[src/rtl/cbus_arbiter_pkg.sv]
// Shared cache-bus types plus the arbiter state encoding and all-zero constants.
package cbus_arbiter_pkg;

    typedef logic [3:0] cbus_len_t;

    typedef struct packed {
        logic        valid;
        logic        is_write;
        logic [2:0]  size;
        logic [31:0] addr;
        logic [3:0]  strobe;
        logic [31:0] data;
        cbus_len_t   len;
    } cbus_req_t;

    typedef struct packed {
        logic        ready;
        logic        last;
        logic [31:0] data;
    } cbus_resp_t;

    typedef enum logic {
        IDLE,
        BUSY
    } arb_state_t;

    localparam cbus_req_t  CBUS_REQ_ZERO  = '0;
    localparam cbus_resp_t CBUS_RESP_ZERO = '0;

endpackage

[src/rtl/cbus_arbiter_if.sv]
// Requester-side and bus-side cache-bus signals of the arbiter, bundled as one interface.
interface cbus_arbiter_if
    import cbus_arbiter_pkg::*;
#(
    parameter int unsigned NUM_REQ = 2
) ();

    cbus_req_t  [NUM_REQ-1:0] ireqs;
    cbus_resp_t [NUM_REQ-1:0] iresps;
    cbus_req_t                oreq;
    cbus_resp_t               oresp;

    // Environment view: drives requests and the shared-bus response.
    modport master (
        output ireqs,
        input  iresps,
        input  oreq,
        output oresp
    );

    // Arbiter view.
    modport slave (
        input  ireqs,
        output iresps,
        output oreq,
        input  oresp
    );

endinterface

[src/rtl/cbus_arbiter_rr_pick.sv]
// Combinational round-robin priority encoder: first set bit strictly after ptr, wrapping.
module rr_pick #(
    parameter int unsigned N = 2
) (
    input  logic [N-1:0]         valid,
    input  logic [$clog2(N)-1:0] ptr,
    output logic [$clog2(N)-1:0] idx,
    output logic                 any
);

    localparam int unsigned W = $clog2(N);

    always_comb begin
        idx = '0;
        any = 1'b0;
        for (int unsigned k = 1; k <= N; k++) begin
            logic [W-1:0] cand;
            cand = W'((32'(ptr) + k) % N);
            if (!any && valid[cand]) begin
                idx = cand;
                any = 1'b1;
            end
        end
    end

endmodule

[src/rtl/cbus_arbiter.sv]
// Cache-bus arbiter: grants whole transactions (bursts included) to one requester at a time.
module cbus_arbiter
    import cbus_arbiter_pkg::*;
#(
    parameter int unsigned NUM_REQ     = 2,
    parameter bit          ROUND_ROBIN = 1'b1
) (
    input  logic           clk,
    input  logic           reset,
    cbus_arbiter_if.slave  bus
);

    localparam int unsigned IW = $clog2(NUM_REQ);

    arb_state_t         state;
    logic [IW-1:0]      sel;
    logic [IW-1:0]      last_sel;
    logic [IW-1:0]      pick_ptr;
    logic [IW-1:0]      pick_idx;
    logic               pick_any;
    logic [NUM_REQ-1:0] req_valid;
    logic               granted_valid;

    always_comb begin
        req_valid = '0;
        for (int unsigned i = 0; i < NUM_REQ; i++) begin
            req_valid[i] = bus.ireqs[i].valid;
        end
    end

    // Fixed priority is round-robin with the pointer pinned to the top index,
    // so the scan always starts at port 0.
    assign pick_ptr = ROUND_ROBIN ? last_sel : IW'(NUM_REQ - 1);

    rr_pick #(
        .N (NUM_REQ)
    ) u_pick (
        .valid (req_valid),
        .ptr   (pick_ptr),
        .idx   (pick_idx),
        .any   (pick_any)
    );

    always_ff @(posedge clk) begin
        if (reset) begin
            state    <= IDLE;
            sel      <= '0;
            last_sel <= IW'(NUM_REQ - 1);
        end else begin
            case (state)
                IDLE: begin
                    if (pick_any) begin
                        sel   <= pick_idx;
                        state <= BUSY;
                    end
                end
                BUSY: begin
                    if (bus.oresp.ready && bus.oresp.last) begin
                        last_sel <= sel;
                        state    <= IDLE;
                    end
                end
                default: state <= IDLE;
            endcase
        end
    end

    // oreq depends only on state/sel/ireqs; oresp reaches iresps as a pure pass-through.
    always_comb begin
        bus.oreq      = CBUS_REQ_ZERO;
        bus.iresps    = '0;
        granted_valid = 1'b0;
        if (state == BUSY) begin
            bus.oreq         = bus.ireqs[sel];
            bus.iresps[sel]  = bus.oresp;
            granted_valid    = bus.ireqs[sel].valid;
        end
    end

    // A granted requester must hold valid until it has seen ready && last.
    a_hold_valid: assert property (
        @(posedge clk) disable iff (reset) (state == BUSY) |-> granted_valid
    );

endmodule

[src/flat_wrapper.sv]
// flat-port wrapper written by rule: the top's interface ports become plain ports
module cbus_arbiter_flat import cbus_arbiter_pkg::*;
#(
    parameter int unsigned NUM_REQ     = 2,
    parameter bit          ROUND_ROBIN = 1'b1
)
  (clk, reset, bus_ireqs, bus_iresps, bus_oreq, bus_oresp);
  cbus_arbiter_if #(.NUM_REQ(NUM_REQ)) bus_i ();
  input  logic clk;
  input  logic reset;
  input wire logic [$bits(bus_i.ireqs)-1:0] bus_ireqs;
  output wire logic [$bits(bus_i.iresps)-1:0] bus_iresps;
  output wire logic [$bits(bus_i.oreq)-1:0] bus_oreq;
  input wire logic [$bits(bus_i.oresp)-1:0] bus_oresp;
  assign bus_i.ireqs = bus_ireqs;
  assign bus_iresps = bus_i.iresps;
  assign bus_oreq = bus_i.oreq;
  assign bus_i.oresp = bus_oresp;
  cbus_arbiter #(.NUM_REQ(NUM_REQ), .ROUND_ROBIN(ROUND_ROBIN)) u_core (.clk(clk), .reset(reset), .bus(bus_i));
endmodule
[config.mk]
export PLATFORM = sky130hd
export DESIGN_NAME = cbus_arbiter_flat
export DESIGN_NICKNAME = d
export VERILOG_FILES = /design/src/rtl/cbus_arbiter_pkg.sv /design/src/rtl/cbus_arbiter_if.sv /design/src/rtl/cbus_arbiter_rr_pick.sv /design/src/rtl/cbus_arbiter.sv /design/src/flat_wrapper.sv
export SDC_FILE = /design/constraint.sdc
export NUM_CORES = 1
export LEC_CHECK = 0
export BUFFER_PORTS_ARGS = -buffer_cell sky130_fd_sc_hd__buf_2
export CAP_MARGIN = 20
export CORE_AREA = 2 2 129 131
export CTS_BUF_LIST = sky130_fd_sc_hd__clkbuf_8
export CTS_CLUSTER_DIAMETER = 200
export DETAILED_ROUTE_END_ITERATION = 10
export DIE_AREA = 0 0 131 133
export PLACE_DENSITY = 0.45
export SLEW_MARGIN = 5
export SYNTH_ARGS = -nofsm -noshare
export SYNTH_HDL_FRONTEND = slang
export SYNTH_SLANG_ARGS = --single-unit
[constraint.sdc]
create_clock -name clk -period 2.7 [get_ports clk]
set_input_delay 0.135 -clock clk [delete_from_list [all_inputs] [get_ports clk]]
set_output_delay 0.135 -clock clk [all_outputs]
set_load 0.02 [all_outputs]
After elaboration in Yosys (flattened, before gate mapping)

Index checks and enable logic that the tools add are counted.
W data, S select, Z words.

Output and inout port bits: 145
Register bits after elaboration: 3
RAM bits: 0
Word-level logic and storage cells: 34
Memories kept: 0
Bits in read-only memories: 0
Bits of input ports: 190
Latch bits: 0

Bitwise operators: 2
Div/mod/pow operators: 0
Mux-type cells: 17
Equality and inequality tests: 0
$lt $le $gt $ge: 4
Shift-type cells: 0
Reduce and logical (&&, ||, !) cells: 6
Multiply operators: 0
Add/subtract/negate cells: 2

Operator list:

| kind                  | number |
|---|---|
| $mux W77              | 3 |
| $and A68 B68 Y68      | 1 |
| $mux W68              | 1 |
| $demux W34 S1         | 1 |
| $mux W34              | 1 |
| $mux W1               | 10 |
| $lt A1 B2 Y1 const B  | 3 |
| $reduce_and A2 Y1     | 2 |
| $logic_and A1 B1 Y1   | 3 |
| $add A1 B1 Y1 const B | 2 |
| $pmux W1 S2           | 1 |
| $ge A1 B1 Y1 const B  | 1 |
| $logic_not A1 Y1      | 1 |
| $not A1 Y1            | 1 |

Longest topological paths before layout

Depth after elaboration: 9
Depth in mapped cells: 5
Gate-level depth less buffers: 3

Hierarchy

Synthesis repeated with hierarchy kept, for this count alone.

Cell total of the unflattened synthesis: 265
Area, all modules: 2029.4 µm²

Modules (own cells, without submodules):

| module       | instances | sequential area each (µm²) | cells each | area each (µm²) |
|---|---|---|---|---|
| cbus_arbiter | 1         | 60.1                       | 263        | 2015.7 |
| rr_pick      | 1         | 0.0                        | 2          | 13.8 |

Least setup slack after synthesis

No wires, ideal clock.

Path type: register to output
From: reg u_core.sel
To: out bus_oreq[45]
Stages on the path, launching flop included: 6
Buffers on the path: 3
Arrival time: 1145 ps
Required time: 2565 ps
Path slack: 1420 ps
Path through: dfxtp_1 -> buf_4 -> buf_12 -> buf_8 -> mux2i_1 -> nor2b_1

Cells in the longest elaborated chain, start to end: 3

RTL lines:

| element                                     | line               | RTL |
|---|---|---|
| start: declaration                          | cbus_arbiter.sv:16 | `logic [IW-1:0] sel;` |
| start signal: assignment                    | cbus_arbiter.sv:53 | `sel <= pick_idx;` |
| $mux W77 (implied by the code) (2 in a row) | cbus_arbiter.sv:74 | `bus.oreq = bus.ireqs[sel];` |
| $mux W77                                    | cbus_arbiter.sv:73 | `if (state == BUSY) begin` |
| end: declaration                            | flat_wrapper.sv:13 | `output wire logic [$bits(bus_i.oreq)-1:0] bus_oreq;` |

No other way between the ends. The select of a mux whose other input is x is not followed.

Worst setup path in the final report

From: reg u_core.sel
To: out bus_oreq[3]

Same word-level chain as after synthesis.

==> results.json <==
{
  "grt_pass1_wl_um": 13400,
  "initial_core_util": 0.124,
  "cts_setup_buffers": 0,
  "fill_cells": 1823,
  "dp_hpwl_um": 8320,
  "max_stage_delay_ns": 0.85,
  "dpl_cell_area_um2": 3800,
  "dr.pass1.iters": 4,
  "drcViolationCount": 0,
  "cp_cell_sequence": "buf_12 > mux2i_1 > nor2b_1 > buf_2",
  "grt_max_degree": 116,
  "dpl.cell_count": 795,
  "vdd_drop_max_mv": 0.115,
  "clock-sinks": 3,
  "r2r_setup_slack_ns": 0.98,
  "worst_skew_pair.late_latency_ns": 0.21,
  "ys_ff_latch": 3,
  "cellPowerDensity_nw_per_um2": 231,
  "cts_tree": "built",
  "overflow": 0,
  "status": "finished, final reports clean",
  "stdcell_count": 799,
  "track_usage": 0.0970,
  "crit_fanout": 55,
  "drt_wl_total_um": 10100,
  "cp.required_ns": 2.57,
  "seqPwrFrac": 0.078,
  "hold_viol": 0,
  "wl_per_cell_um": 12.6,
  "clockBufferDepth": 2,
  "drive_above_1_share": 0.594,
  "min_period_ns": 2.07,
  "nets": 770,
  "criticalPathCategory": "reg -> out",
  "holdPathStages": 2,
  "arrival_ns": 1.93,
  "period_share": 0.765,
  "power_frac_comb": 0.780,
  "setup_viol": 0,
  "core.rowCount": 47,
  "fp.dieW_um": 131,
  "antenna_found_initial": 0,
  "timing.setup.tns_ns": 0,
  "core_area_um2": 16200,
  "cap_violations": 0,
  "design_area_um2": 3850,
  "clockRootBuffer": "clkbuf_8",
  "pwr-share-clk": 0.141,
  "die_y_um": 133,
  "layout_common_cells": "334 x buf_2, 77 x mux2i_1, 76 x nor2b_1",
  "synthCells": 265,
  "min_to": "u_core.sel",
  "synth_area_um2": 2010,
  "die_area_um2": 17400,
  "synth_cell_types": 22,
  "reg2reg_depth": 4,
  "gp_congestion": 0.712,
  "intPower_mw": 0.457,
  "vias": 2967,
  "slew_headroom": 0.411,
  "worstSetupStartpoint": "u_core.sel",
  "clk_pin_slew_ns": 0.03,
  "fin_skew_ns": 0.000555,
  "drt-vias-per-instance": 3.71,
  "r2r_start": "u_core.state",
  "ant_nets": 0,
  "worst_setup_path_start_kind": "flop",
  "cts-htree-levels": 1,
  "hp-start": "reset",
  "tightest_slew_ns": 0.883,
  "rsz0062_at_grt": "no",
  "area_delta_synth_final_pct": 91.6,
  "pin_count": 335,
  "postCtsHoldBufs": 0,
  "diodes": 0,
  "endpoint_kind": "primary output",
  "leakagePower_nw": 2.26,
  "numPortBuffers": 334,
  "grt_pass1_vias": 2826,
  "cts_buffers": 3,
  "swShare": 0.485,
  "final_common_cell": "buf_2",
  "fmax_ghz": 0.484,
  "yosys_warnings": 0,
  "rr_endpoint": "u_core.last_sel",
  "avgSynthCellArea_um2": 7.58,
  "crit_path_top_delay_cell": "dfxtp_4",
  "p_switching_mw": 0.431,
  "drtIter0Drc": 49,
  "seq_area_frac_synth": 0.0299,
  "finalMaxSlewViolations": 0,
  "hold_class": "in -> reg",
  "synth_fp_nets": 455,
  "ctsResizeCount": 0
}
## how the worst max path moves through the flow
| stage | endpoint | slack (ns) |
|---|---|---|
| after floorplan | bus_oreq[45] | 1.42 |
| after global placement | bus_oreq[3] | 0.78 |
| after detailed placement | bus_oreq[3] | 0.82 |
| after CTS | bus_oreq[3] | 0.59 |
| after global routing | bus_oreq[35] | 0.52 |
| final | bus_oreq[3] | 0.63 |
## sequential cells by signal, summed over array words and instances, names as in the netlist
register,count
u_core.sel,1
u_core.last_sel,1
u_core.state,1
## power groups by stage
| stage | Sequential (mW) | Combinational, mW | Clock [mW] |
|---|---|---|---|
| global route | 0.0717 | 0.749 | 0.136 |
| CTS | 0.0703 | 0.703 | 0.131 |
| detailed placement | 0.0707 | 0.701 | 0 |
| global placement | 0.0717 | 0.703 | 0 |
| floorplan | 0.0504 | 0.434 | 0 |
| finish | 0.0696 | 0.693 | 0.126 |
## cell usage after synthesis
cell type / n / area [um2]
dfxtp_1: 3 / 60.1
clkbuf_2: 6 / 30.0
inv_1: 1 / 3.75
clkbuf_1: 10 / 37.5
buf_12: 2 / 40.0
nor2b_1: 76 / 475
and2b_1: 1 / 7.51
a21oi_1: 2 / 10.0
nand3_1: 1 / 5.00
nor2b_4: 1 / 13.8
nand3b_1: 1 / 7.51
nor2_1: 2 / 7.51
o31ai_1: 1 / 7.51
buf_4: 5 / 37.5
o21ai_0: 1 / 5.00
buf_2: 2 / 10.0
and3_1: 34 / 213
buf_8: 3 / 45.0
nor3_1: 1 / 5.00
and2_1: 34 / 213
mux2i_1: 77 / 771
nand2_1: 1 / 3.75
## cells by family (layout without fill, tap and decap cells)
group                  Yosys count  after routing  synth area share
AND/OR/NAND/NOR                152            152             0.474
flip-flops                       3              3            0.0299
AO/OA/AOI/OAI                    4              4            0.0112
multiplexers                    77             77             0.384
buffers and inverters           29            343             0.102
## final cells by class
type / count / area (um2) / area share
repair buffers: 338 / 1710 / 0.446
clock buffers: 3 / 41.3 / 0.0107
flip-flops and latches: 3 / 65.1 / 0.0169
clock inverters: 1 / 3.75 / 0.000976
multi-input cells: 233 / 1740 / 0.453
inverters: 1 / 3.75 / 0.000976
well taps: 220 / 275 / 0.0715
## layer usage
| metal | routed length [um] | track usage | up-vias | share of wire |
|---|---|---|---|---|
| li1 | - | - | 1517 | - |
| met3 | 937 | 0.00728 | 2 | 0.093 |
| met4 | 56 | 0.0201 | 0 | 0.0055 |
| met1 | 4030 | 0.108 | 1252 | 0.40 |
| met2 | 5080 | 0.195 | 196 | 0.50 |
| met5 | 0 | 0 | - | 0 |
## worst max-delay path, delay by kind of cell (launching register included)
family        cells  cell delay, ns
flops             1            0.85
buf+inv           2            0.46
simple gates      1            0.08
mux               1            0.31
## metrics by stage
stage | total power, mW | setup slack [ns] | hold WS (ns) | util
2_1_floorplan | 0.484 | 1.42 | 0.204 | -
4_1_cts | 0.904 | 0.590 | 0.115 | 0.238
5_1_grt | 0.957 | 0.524 | 0.125 | 0.238
3_3_place_gp | 0.775 | 0.784 | 0.346 | 0.235
6_report | 0.888 | 0.633 | 0.119 | 0.238
3_5_place_dp | 0.771 | 0.823 | 0.339 | 0.235
Note: power is estimated with default switching activity, not from simulation.
